<file path="src/rtl/mrv1_wb_arbiter_if.sv">
// rtl/mrv1_wb_arbiter_if.sv - FU result / writeback channel bundle for mrv1_wb_arbiter
interface mrv1_wb_arbiter_if #(
    parameter int NUM_FU_P      = 4,
    parameter int DATA_WIDTH_P  = 32,
    parameter int ITAG_WIDTH_P  = 3,
    parameter int NUM_THREADS_P = 8
);
    localparam int TID_WIDTH_LP    = $clog2(NUM_THREADS_P);
    localparam int FU_IDX_WIDTH_LP = $clog2(NUM_FU_P);

    // FU result side
    logic [NUM_FU_P-1:0]                   fu_done_i;
    logic [NUM_FU_P-1:0][DATA_WIDTH_P-1:0] fu_res_data_i;
    logic [NUM_FU_P-1:0][ITAG_WIDTH_P-1:0] fu_itag_i;
    logic [NUM_FU_P-1:0][TID_WIDTH_LP-1:0] fu_tid_i;
    logic [NUM_FU_P-1:0]                   fu_wb_rdy_o;

    // register-file writeback side
    logic                       wb_vld_o;
    logic                       wb_rdy_i;
    logic [DATA_WIDTH_P-1:0]    wb_data_o;
    logic [ITAG_WIDTH_P-1:0]    wb_itag_o;
    logic [TID_WIDTH_LP-1:0]    wb_tid_o;
    logic [FU_IDX_WIDTH_LP-1:0] wb_fu_o;

    // arbiter view
    modport master (
        input  fu_done_i, fu_res_data_i, fu_itag_i, fu_tid_i, wb_rdy_i,
        output fu_wb_rdy_o, wb_vld_o, wb_data_o, wb_itag_o, wb_tid_o, wb_fu_o
    );

    // exec stage / register file view
    modport slave (
        output fu_done_i, fu_res_data_i, fu_itag_i, fu_tid_i, wb_rdy_i,
        input  fu_wb_rdy_o, wb_vld_o, wb_data_o, wb_itag_o, wb_tid_o, wb_fu_o
    );
endinterface

</file>
<file path="src/rtl/mrv1_wb_arbiter.sv">
// rtl/mrv1_wb_arbiter.sv - per-FU result slots with round-robin writeback arbitration; optional MRV1_WB_ARB_PERF_EN conflict counter
module mrv1_wb_arbiter #(
    parameter int NUM_FU_P      = 4,
    parameter int DATA_WIDTH_P  = 32,
    parameter int ITAG_WIDTH_P  = 3,
    parameter int NUM_THREADS_P = 8
) (
    input  logic                   clk_i,
    input  logic                   rst_i,
    mrv1_wb_arbiter_if.master      bus_io
`ifdef MRV1_WB_ARB_PERF_EN
    ,
    output logic [31:0]            wb_conflict_cnt_o
`endif
);
    localparam int TID_WIDTH_LP    = $clog2(NUM_THREADS_P);
    localparam int FU_IDX_WIDTH_LP = $clog2(NUM_FU_P);
    localparam logic [FU_IDX_WIDTH_LP-1:0] LAST_IDX_LP = FU_IDX_WIDTH_LP'(NUM_FU_P - 1);

    logic [NUM_FU_P-1:0]                   slot_vld_q, slot_vld_d;
    logic [NUM_FU_P-1:0][DATA_WIDTH_P-1:0] slot_data_q, slot_data_d;
    logic [NUM_FU_P-1:0][ITAG_WIDTH_P-1:0] slot_itag_q, slot_itag_d;
    logic [NUM_FU_P-1:0][TID_WIDTH_LP-1:0] slot_tid_q, slot_tid_d;

    logic [FU_IDX_WIDTH_LP-1:0] rr_ptr_q, rr_ptr_d;
    logic                       lock_vld_q, lock_vld_d;
    logic [FU_IDX_WIDTH_LP-1:0] lock_idx_q, lock_idx_d;

    logic [FU_IDX_WIDTH_LP-1:0] grant_idx;
    logic [FU_IDX_WIDTH_LP-1:0] cand;
    logic                       found;
    logic                       wb_vld;
    logic                       xfer;
    logic [NUM_FU_P-1:0]        fu_rdy;
    logic [NUM_FU_P-1:0]        accept;

    assign wb_vld = |slot_vld_q;
    assign xfer   = wb_vld & bus_io.wb_rdy_i;

    // Grant selection: a stalled grant stays locked, otherwise round-robin from rr_ptr
    always_comb begin
        grant_idx = '0;
        cand      = '0;
        found     = 1'b0;
        if (lock_vld_q) begin
            grant_idx = lock_idx_q;
        end else begin
            for (int k = 0; k < NUM_FU_P; k++) begin
                cand = FU_IDX_WIDTH_LP'((int'(rr_ptr_q) + k) % NUM_FU_P);
                if (!found && slot_vld_q[cand]) begin
                    found     = 1'b1;
                    grant_idx = cand;
                end
            end
        end
    end

    // Per-FU ready: slot empty, or being drained this cycle so it can refill
    always_comb begin
        fu_rdy = '0;
        for (int i = 0; i < NUM_FU_P; i++) begin
            fu_rdy[i] = ~rst_i & (~slot_vld_q[i] |
                        (xfer & (grant_idx == FU_IDX_WIDTH_LP'(i))));
        end
    end

    assign accept             = bus_io.fu_done_i & fu_rdy;
    assign bus_io.fu_wb_rdy_o = fu_rdy;

    // Writeback payload from the granted slot, zeroed when idle
    always_comb begin
        bus_io.wb_vld_o  = wb_vld;
        bus_io.wb_data_o = '0;
        bus_io.wb_itag_o = '0;
        bus_io.wb_tid_o  = '0;
        bus_io.wb_fu_o   = '0;
        if (wb_vld) begin
            bus_io.wb_data_o = slot_data_q[grant_idx];
            bus_io.wb_itag_o = slot_itag_q[grant_idx];
            bus_io.wb_tid_o  = slot_tid_q[grant_idx];
            bus_io.wb_fu_o   = grant_idx;
        end
    end

    // Slot next state: drain on transfer, refill on accept (refill wins)
    always_comb begin
        slot_vld_d  = slot_vld_q;
        slot_data_d = slot_data_q;
        slot_itag_d = slot_itag_q;
        slot_tid_d  = slot_tid_q;
        for (int i = 0; i < NUM_FU_P; i++) begin
            if (xfer && (grant_idx == FU_IDX_WIDTH_LP'(i))) begin
                slot_vld_d[i] = 1'b0;
            end
            if (accept[i]) begin
                slot_vld_d[i]  = 1'b1;
                slot_data_d[i] = bus_io.fu_res_data_i[i];
                slot_itag_d[i] = bus_io.fu_itag_i[i];
                slot_tid_d[i]  = bus_io.fu_tid_i[i];
            end
        end
    end

    // Arbitration next state: lock on stall, advance pointer past the winner on transfer
    always_comb begin
        rr_ptr_d   = rr_ptr_q;
        lock_vld_d = lock_vld_q;
        lock_idx_d = lock_idx_q;
        if (xfer) begin
            lock_vld_d = 1'b0;
            rr_ptr_d   = (grant_idx == LAST_IDX_LP) ? '0 : grant_idx + 1'b1;
        end else if (wb_vld) begin
            lock_vld_d = 1'b1;
            lock_idx_d = grant_idx;
        end
    end

    // State registers
    always_ff @(posedge clk_i) begin
        if (rst_i) begin
            slot_vld_q  <= '0;
            slot_data_q <= '0;
            slot_itag_q <= '0;
            slot_tid_q  <= '0;
            rr_ptr_q    <= '0;
            lock_vld_q  <= 1'b0;
            lock_idx_q  <= '0;
        end else begin
            slot_vld_q  <= slot_vld_d;
            slot_data_q <= slot_data_d;
            slot_itag_q <= slot_itag_d;
            slot_tid_q  <= slot_tid_d;
            rr_ptr_q    <= rr_ptr_d;
            lock_vld_q  <= lock_vld_d;
            lock_idx_q  <= lock_idx_d;
        end
    end

`ifdef MRV1_WB_ARB_PERF_EN
    logic [31:0]              conflict_cnt_q, conflict_cnt_d;
    logic [FU_IDX_WIDTH_LP:0] vld_cnt;
    logic                     conflict;

    // Conflict detect: several results waiting, or an FU being refused
    always_comb begin
        vld_cnt = '0;
        for (int i = 0; i < NUM_FU_P; i++) begin
            vld_cnt = vld_cnt + {{FU_IDX_WIDTH_LP{1'b0}}, slot_vld_q[i]};
        end
        conflict       = (vld_cnt >= (FU_IDX_WIDTH_LP+1)'(2)) |
                         (|(bus_io.fu_done_i & ~fu_rdy));
        conflict_cnt_d = conflict_cnt_q;
        if (conflict && (conflict_cnt_q != 32'hFFFF_FFFF)) begin
            conflict_cnt_d = conflict_cnt_q + 32'd1;
        end
    end

    // Saturating conflict counter
    always_ff @(posedge clk_i) begin
        if (rst_i) begin
            conflict_cnt_q <= '0;
        end else begin
            conflict_cnt_q <= conflict_cnt_d;
        end
    end

    assign wb_conflict_cnt_o = conflict_cnt_q;
`endif
endmodule

</file>
<file path="src/flat_wrapper.sv">
// flat-port wrapper written by rule: the top's interface ports become plain ports
module mrv1_wb_arbiter_flat 
#(
    parameter int NUM_FU_P      = 4,
    parameter int DATA_WIDTH_P  = 32,
    parameter int ITAG_WIDTH_P  = 3,
    parameter int NUM_THREADS_P = 8
)
  (clk_i, rst_i, bus_io_fu_done_i, bus_io_fu_res_data_i, bus_io_fu_itag_i, bus_io_fu_tid_i, bus_io_wb_rdy_i, bus_io_fu_wb_rdy_o, bus_io_wb_vld_o, bus_io_wb_data_o, bus_io_wb_itag_o, bus_io_wb_tid_o, bus_io_wb_fu_o);
  mrv1_wb_arbiter_if #(.NUM_FU_P(NUM_FU_P), .DATA_WIDTH_P(DATA_WIDTH_P), .ITAG_WIDTH_P(ITAG_WIDTH_P), .NUM_THREADS_P(NUM_THREADS_P)) bus_io_i ();
  input  logic clk_i;
  input  logic rst_i;
  input wire logic [$bits(bus_io_i.fu_done_i)-1:0] bus_io_fu_done_i;
  input wire logic [$bits(bus_io_i.fu_res_data_i)-1:0] bus_io_fu_res_data_i;
  input wire logic [$bits(bus_io_i.fu_itag_i)-1:0] bus_io_fu_itag_i;
  input wire logic [$bits(bus_io_i.fu_tid_i)-1:0] bus_io_fu_tid_i;
  input wire logic [$bits(bus_io_i.wb_rdy_i)-1:0] bus_io_wb_rdy_i;
  output wire logic [$bits(bus_io_i.fu_wb_rdy_o)-1:0] bus_io_fu_wb_rdy_o;
  output wire logic [$bits(bus_io_i.wb_vld_o)-1:0] bus_io_wb_vld_o;
  output wire logic [$bits(bus_io_i.wb_data_o)-1:0] bus_io_wb_data_o;
  output wire logic [$bits(bus_io_i.wb_itag_o)-1:0] bus_io_wb_itag_o;
  output wire logic [$bits(bus_io_i.wb_tid_o)-1:0] bus_io_wb_tid_o;
  output wire logic [$bits(bus_io_i.wb_fu_o)-1:0] bus_io_wb_fu_o;
  assign bus_io_i.fu_done_i = bus_io_fu_done_i;
  assign bus_io_i.fu_res_data_i = bus_io_fu_res_data_i;
  assign bus_io_i.fu_itag_i = bus_io_fu_itag_i;
  assign bus_io_i.fu_tid_i = bus_io_fu_tid_i;
  assign bus_io_i.wb_rdy_i = bus_io_wb_rdy_i;
  assign bus_io_fu_wb_rdy_o = bus_io_i.fu_wb_rdy_o;
  assign bus_io_wb_vld_o = bus_io_i.wb_vld_o;
  assign bus_io_wb_data_o = bus_io_i.wb_data_o;
  assign bus_io_wb_itag_o = bus_io_i.wb_itag_o;
  assign bus_io_wb_tid_o = bus_io_i.wb_tid_o;
  assign bus_io_wb_fu_o = bus_io_i.wb_fu_o;
  mrv1_wb_arbiter #(.NUM_FU_P(NUM_FU_P), .DATA_WIDTH_P(DATA_WIDTH_P), .ITAG_WIDTH_P(ITAG_WIDTH_P), .NUM_THREADS_P(NUM_THREADS_P)) u_core (.clk_i(clk_i), .rst_i(rst_i), .bus_io(bus_io_i));
endmodule
</file>
<file path="config.mk">
export PLATFORM = sky130hd
export DESIGN_NAME = mrv1_wb_arbiter_flat
export DESIGN_NICKNAME = d
export VERILOG_FILES = /design/src/rtl/mrv1_wb_arbiter_if.sv /design/src/rtl/mrv1_wb_arbiter.sv /design/src/flat_wrapper.sv
export SDC_FILE = /design/constraint.sdc
export NUM_CORES = 1
export LEC_CHECK = 0
export ABC_CLOCK_PERIOD_IN_PS = 3510
export BUFFER_PORTS_ARGS = -buffer_cell sky130_fd_sc_hd__buf_2
export CORE_MARGIN = 3
export CORE_UTILIZATION = 45
export DETAILED_ROUTE_END_ITERATION = 10
export GPL_ROUTABILITY_DRIVEN = 0
export GPL_TIMING_DRIVEN = 1
export PLACE_DENSITY = 0.7
export RECOVER_POWER = 25
export SYNTH_ARGS = -nofsm -noshare
export SYNTH_HDL_FRONTEND = slang
export SYNTH_SLANG_ARGS = --single-unit
export TNS_END_PERCENT = 30
</file>
<file path="constraint.sdc">
create_clock -name clk_i -period 3.51 [get_ports clk_i]
set_input_delay 0.1755 -clock clk_i [delete_from_list [all_inputs] [get_ports clk_i]]
set_output_delay 0.1755 -clock clk_i [all_outputs]
set_load 0.01 [all_outputs]
</file>
==> metrics.md, run 1 <==
| Metric | Value |
|---|---|
| Cells taking the most area after synthesis | `dfxtp_1 44%, a22o_1 9.0%, a211oi_1 7.9%` |
| Die Width | `134 um` |
| Status | `finished clean` |
| FF-to-FF Start | `u_core.slot_vld_q[1]` |
| Worst-Skew Late Latency | `0.42 ns` |
| Area leader, netlist | `dfxtp_1` |
| Area grow syn2layout | `41.3%` |
| Antenna violations before repair | `3` |
| Slew @ Worst Pin | `1.05 ns` |
| CTS Buf Count | `17` |
| Leak | `4.42 nW` |
| Worst vdd rail ir drop | `0.398 mV` |
| H-tree depth | `4` |
| Clock transition at the registers of the reported paths | `0.06 ns` |
| WL per Instance | `18.7 um` |
| Arr. time, crit path | `2.82 ns` |
| Vias in the first global route | `7,397` |
| HP Class | `input port to flop` |
| GRT Util Overall | `27.0%` |
| DRC errors left | `0` |
| PwrDens | `488 nW/um^2` |
| Total number of vias | `7,482` |
| Min cycle time layout | `2.99 ns` |
| Die area | `18,000 sq um` |
| Post-CTS Resized | `0` |
| Initial DRT Pass Iterations | `6` |
| Seq cells post-synth | `161` |
| Final net count | `1,257` |
| Syn_area_per_cell | `9.22 sq um` |
| Via/cell ratio | `5.63` |
| Finished Layout Cells | `1,330` |
| Synth Cell Area | `7400 sq um` |
| Clk_skew | `0.00609 ns` |
| Final wirelength | `24.9 mm` |
| Final setup fails | `0` |
| Hpwl dp | `15.2 mm` |
| Largest net degree at the start of global routing | `57` |
| Inst Count DP | `1,155` |
| Post-synthesis sequential area ratio | `43.6%` |
| Initial DRC count | `494` |
| Buf/Inv on CP | `2` |
| Starting Density | `46.2%` |
| Post-route ant nets | `0` |
| CTS Hold Bufs | `140` |
| CTS Sinks | `161` |
| Most used cell, CP | `a211oi_1` |
| Crit path max fanout | `31` |
| Gr ovfl total | `0` |
| Min-delay src | `bus_io_fu_done_i[0]` |
| PortBufs | `203` |
| Max-slew headroom | `30.1%` |
| Post-CTS Setup Bufs | `0` |
| Critical path's largest stage delay | `0.53 ns` |
| Top-level I/O count | `204` |
| Core ar. | `16,000 sq um` |
| Share of layout cells above drive strength 1 | `22.8%` |
| Final Slew Violations | `0` |
| Post-Syn Instances | `802` |
| CP Capture Type | `primary output` |
| Critical path cell sequence | `nand2_1 > a31oi_1 > o31a_2 > buf_4 > nor2b_1 > a211oi_1 > a211oi_1 > buf_2` |
| Distinct cells, synth | `35` |
| Crit share post-route | `85.3%` |
| Kind of critical path | `flop to primary output` |
| Fill cell count | `1,331` |
| Num rows | `46` |
| Maximum clock rate | `0.334 GHz` |
| Startpoint types | `flop` |
| Final Hold Vio Count | `0` |
| Yosys top cell area share | `43.6%` |
| Crit path from | `u_core.slot_vld_q[1]` |
| Synth warn | `0` |
| Critical path required time | `3.33 ns` |
| Root buf cell | `clkbuf_16` |
| Setup TNS | `0 ns` |
| Chip height | `134 um` |
| First-pass GRT wire length | `38.5 mm` |
| CTS tree | `built` |
| RSZ-0062 raised after global routing | `false` |
| CTS max path bufs | `2` |
| Number of max-cap violations | `0` |
| Slowest CP cell | `o31a_2` |
| Post-synth net total | `961` |
| CP top delay family | `compound AO/OA/AOI/OAI gates` |
## final cells by class
type | count | area [sq um] | area share (%)
Antenna cell | 3 | 7.51 | 0.0718
Clock buffer | 17 | 425 | 4.07
Clock inverter | 15 | 160 | 1.53
Inverter | 7 | 26.3 | 0.251
Multi-Input combinational cell | 553 | 3810 | 36.4
Sequential cell | 161 | 3220 | 30.8
Tap cell | 216 | 270 | 2.59
Timing Repair Buffer | 358 | 2530 | 24.2
## synthesized netlist by cell type
cell type and count:
a22o_1 76, buf_4 6, buf_2 22, nor2_1 19
nor3_1 2, clkbuf_1 47, dfxtp_1 161, and3b_1 1
nor3b_2 1, inv_1 7, a41o_1 1, and3_1 1
and2b_1 1, nand3b_1 38, a211oi_1 78, o21ai_0 1
a31oi_1 3, nand2b_1 40, buf_1 3, nand3_1 2
o21ba_2 1, nor4_1 2, nand2_1 80, o31a_1 2
nor2b_1 41, buf_6 3, a41oi_1 1, mux2i_1 38
xnor2_1 1, o31ai_2 1, o2111ai_1 1, o211ai_1 1
nor2b_4 1, a221o_1 38, a21oi_1 81
## metal layers
metal / vias to the layer above / share of wire, % / track usage [%]
met5: - / 0 / 0
met2: 339 / 49 / 47.0
li1: 3571 / - / -
met3: 62 / 6.7 / 6.45
met4: 0 / 3.6 / 11.0
met1: 3510 / 41 / 31.8
## state kept, by name, summed over array words and instances, names as in the netlist
name,flops
u_core.slot_data_q,128
u_core.slot_itag_q,12
u_core.slot_tid_q,12
u_core.slot_vld_q,4
u_core.lock_idx_q,2
u_core.rr_ptr_q,2
u_core.lock_vld_q,1
## cells by family (layout without fill, tap and decap cells)
family | Yosys count | count (layout) | synth area share [%]
AO/OA/AOI/OAI | 285 | 285 | 28.9
XOR/XNOR | 1 | 1 | 0.118
buffers and inverters | 88 | 397 | 5.45
flip-flops | 161 | 161 | 43.6
multiplexers | 38 | 38 | 5.14
other | 0 | 3 | 0
AND/OR/NAND/NOR | 229 | 229 | 16.8
## metrics by stage
stage	cell area [sq um]	total power, mW	worst slack, ns	hold WS (ns)	util (%)
after floorplan	7400	2.75	1.37	0.296	-
after global placement	8480	3.14	0.997	0.384	53.0
after global routing	10500	5.32	0.287	0.00529	65.3
after CTS	10500	5.12	0.474	0.00134	65.4
after detailed placement	8480	3.15	0.922	0.389	53.0
final	10500	5.11	0.517	0.0169	65.3
## layout by cell type (no fill, tap or decap), types with 2 or more instances in the layout
cell type	n
a211oi_1	78
a21oi_1	80
a221o_1	38
a22o_1	76
a31oi_1	3
buf_2	197
buf_4	12
bufinv_16	2
clkbuf_1	5
clkbuf_16	17
clkbuf_2	3
clkinv_2	2
clkinv_4	2
clkinvlp_4	5
dfxtp_1	161
diode_2	3
dlygate4sd3_1	140
inv_1	7
inv_6	4
mux2i_1	38
nand2_1	80
nand2b_1	40
nand3_1	2
nand3b_1	38
nor2_1	19
nor2b_1	41
nor4_1	2
## tightest hold or removal path: cells and delay by family
family / cells / cell delay [ns]
buffers and inverters: 1 / 0.09
and+or+nand+nor: 2 / 0.13
## power breakdown
part           switching [mW]  internal, mW
combinational           0.653         0.537
sequential             0.0979          1.97
clock                   0.796          1.06
## worst paths after layout
kind	endpoint	slack, ns	cells after the start
max	bus_io_wb_tid_o[2]	0.52	8
min	u_core.slot_vld_q[0]	0.02	3
max reg2reg	u_core.slot_data_q[26]	0.72	7
min reg2reg	u_core.slot_data_q[39]	0.46	2
(Power assumes the default switching activity.)
==> inputs of run 2 (changes only) <==
- BUFFER_PORTS_ARGS: -buffer_cell sky130_fd_sc_hd__buf_2 -> -buffer_cell sky130_fd_sc_hd__buf_4
==> run 2 against run 1 <==
Compared with the run above: hold slack got worse by 0.00058 ns; critical endpoint is now bus_io_wb_data_o[18]; sequential power barely moved; first-iteration DRC count shrank 13%; clock power up 8%; cell count shrank 0.15%; flip-flop and latch count unchanged; global-route usage down 0.55 points; critical path depth unchanged; die area unchanged; maximum frequency fell by 0.91%; routed wire length fell by 2.8%; sequential share of layout area is 1.5 points lower.
==> metrics.md, run 2 (synthesized netlist as in run 1, its figures left out) <==
| Metric | Value |
|---|---|
| Leak | `4.60 nW (was 4.42 nW)` |
| Hold Path Sink | `u_core.slot_data_q[37] (was u_core.slot_vld_q[0])` |
| Critical path's largest stage delay | `0.55 ns (was 0.53 ns)` |
| Area grow syn2layout | `48.8% (was 41.3%)` |
| Vias in the first global route | `7,330 (was 7,397)` |
| Hpwl dp | `15.2 mm (about the same)` |
| DRC errors left | `0 (unchanged)` |
| GRT Util Overall | `26.4% (was 27.0%)` |
| Top-level I/O count | `204 (unchanged)` |
| Final wirelength | `24.2 mm (was 24.9 mm)` |
| CTS Sinks | `161 (unchanged)` |
| Crit path from | `u_core.slot_vld_q[1] (unchanged)` |
| Initial DRC count | `429 (was 494)` |
| H-tree depth | `4 (unchanged)` |
| CTS Buf Count | `17 (unchanged)` |
| Post-CTS Setup Bufs | `0 (unchanged)` |
| Slowest CP cell | `o31a_2 (unchanged)` |
| Final Hold Vio Count | `0 (unchanged)` |
| Commonest non-fill, non-tap cell in the layout | `buf_4 (was buf_2)` |
| Critical path required time | `3.33 ns (about the same)` |
| Worst vdd rail ir drop | `0.408 mV (was 0.398 mV)` |
| Post-layout util | `68.8% (was 65.3%)` |
| Post-route setup slack | `0.489 ns (was 0.517 ns)` |
| Min cycle time layout | `3.02 ns (was 2.99 ns)` |
| Place WS | `0.860 ns (was 0.922 ns)` |
| Final net count | `1,257 (unchanged)` |
| Inst Count DP | `1,154 (was 1,155)` |
| Root buf cell | `clkbuf_16 (unchanged)` |
| R2r endpoint | `u_core.slot_data_q[81] (was u_core.slot_data_q[26])` |
| PwrDens | `487 nW/um^2 (was 488 nW/um^2)` |
| RSZ-0062 raised after global routing | `false (unchanged)` |
| Reg2reg path depth | `7 (unchanged)` |
| Power, Total | `5.36 mW (was 5.11 mW)` |
| Hold_ws | `0.0163 ns (was 0.0169 ns)` |
| Crit share post-route | `86.1% (was 85.3%)` |
| Via/cell ratio | `5.51 (was 5.63)` |
| HP Class | `input port to flop (unchanged)` |
| CTS tree | `built (unchanged)` |
| Starting Density | `46.2% (unchanged)` |
| Antenna violations before repair | `1 (was 3)` |
| Max FFs per register | `128 (unchanged)` |
| Final setup fails | `0 (unchanged)` |
| Post-Place Cell Area | `8990 sq um (was 8480 sq um)` |
| Hold Crit Depth | `3 (unchanged)` |
| CP Capture Type | `primary output (unchanged)` |
| Worst-Skew Late Latency | `0.43 ns (was 0.42 ns)` |
| First-pass GRT wire length | `37.8 mm (was 38.5 mm)` |
| Critical path cell sequence | `nand2_1 > a31oi_1 > o31a_2 > buf_4 > nor2b_1 > a211oi_1 > a211oi_1 > buf_4 (was nand2_1 > a31oi_1 > o31a_2 > buf_4 > nor2b_1 > a211oi_1 > a211oi_1 > buf_2)` |
| FF-to-FF Start | `u_core.slot_vld_q[0] (was u_core.slot_vld_q[1])` |
| Largest Register | `u_core.slot_data_q (unchanged)` |
| WL per Instance | `18.3 um (was 18.7 um)` |
| Largest net degree at the start of global routing | `79 (was 57)` |
| Most frequent cells in the layout | `208 x buf_4, 161 x dfxtp_1, 141 x dlygate4sd3_1 (was 197 x buf_2, 161 x dfxtp_1, 140 x dlygate4sd3_1)` |
| Startpoint types | `flop (unchanged)` |
| Top Registers | `u_core.slot_data_q: 128 flops, u_core.slot_itag_q: 12 flops, u_core.slot_tid_q: 12 flops (unchanged)` |
| Clock transition at the registers of the reported paths | `0.07 ns (was 0.06 ns)` |
| Min-delay src | `bus_io_fu_res_data_i[37] (was bus_io_fu_done_i[0])` |
| Final Cell Area | `11,000 sq um (was 10,500 sq um)` |
| PortBufs | `203 (unchanged)` |
| Final Slew Violations | `0 (unchanged)` |
| Total number of vias | `7,323 (was 7,482)` |
| Core ar. | `16,000 sq um (unchanged)` |
| Number of max-cap violations | `0 (unchanged)` |
| Kind of critical path | `flop to primary output (unchanged)` |
| Chip height | `134 um (unchanged)` |
| Die Width | `134 um (unchanged)` |
| Slew @ Worst Pin | `1.14 ns (was 1.05 ns)` |
| Max-slew headroom | `23.8% (was 30.1%)` |
| Post-CTS Resized | `0 (unchanged)` |
| Crit path max fanout | `29 (was 31)` |
| Gr ovfl total | `0 (unchanged)` |
| Initial DRT Pass Iterations | `5 (was 6)` |
| Num rows | `46 (unchanged)` |
| Arr. time, crit path | `2.85 ns (was 2.82 ns)` |
| Status | `finished clean (unchanged)` |
| Share of layout cells above drive strength 1 | `22.7% (was 22.8%)` |
| CTS max path bufs | `2 (unchanged)` |
| Maximum clock rate | `0.331 GHz (was 0.334 GHz)` |
| Finished Layout Cells | `1,328 (was 1,330)` |
| Setup TNS | `0 ns (unchanged)` |
| Fill cell count | `1,247 (was 1,331)` |
| R2r setup slk | `0.73 ns (was 0.72 ns)` |
| Post-route ant nets | `0 (unchanged)` |
| Die area | `18,000 sq um (unchanged)` |
| Clk_skew | `0.0117 ns (was 0.00609 ns)` |
run 2: per-layer routing:
layer	track usage [%]	part of all wire, %
met5	0	0
met4	11.6	3.6
met3	6.94	6.9
met2	43.7	48
met1	32.4	41
run 2: critical path: cells and delay by family (launching register included):
| family | cells | cell delay (ns) |
|---|---|---|
| AO/OA/AOI/OAI | 4 | 1.23 |
| buffers and inverters | 2 | 0.60 |
| flip-flops | 1 | 0.43 |
| AND/OR/NAND/NOR | 2 | 0.17 |
run 2: cell type report:
| class | count | area (sq um) | share of cell area [%] |
|---|---|---|---|
| timing repair buffer | 358 | 3040 | 27.6 |
| multi-input combinational | 553 | 3810 | 34.6 |
| tap | 216 | 270 | 2.46 |
| clock buffer | 17 | 425 | 3.87 |
| clock inverter | 15 | 205 | 1.86 |
| sequential | 161 | 3220 | 29.3 |
| inverter | 7 | 26.3 | 0.239 |
| antenna | 1 | 2.50 | 0.0227 |
run 2: report_power, final:
group	total, mW	internal (mW)	switching [mW]
clock network	1.99	1.20	0.794
logic	1.30	0.644	0.659
registers	2.06	1.97	0.0974
run 2: repair_timing:
action / in CTS / in global routing
hold buffers: 141 / 0
endpoints found under the hold margin: 141 / 0
setup endpoints to repair: 0 / 0
run 2: how the worst max path moves through the flow:
stage	endpoint	cells past startpoint	slack, ns
4_1_cts	bus_io_wb_data_o[18]	8	0.49
3_5_place_dp	u_core.slot_data_q[65]	6	0.86
2_1_floorplan	bus_io_wb_data_o[5]	8	1.37
6_report	bus_io_wb_data_o[18]	8	0.49
3_3_place_gp	u_core.slot_data_q[76]	6	0.93
5_1_grt	bus_io_wb_data_o[18]	8	0.28
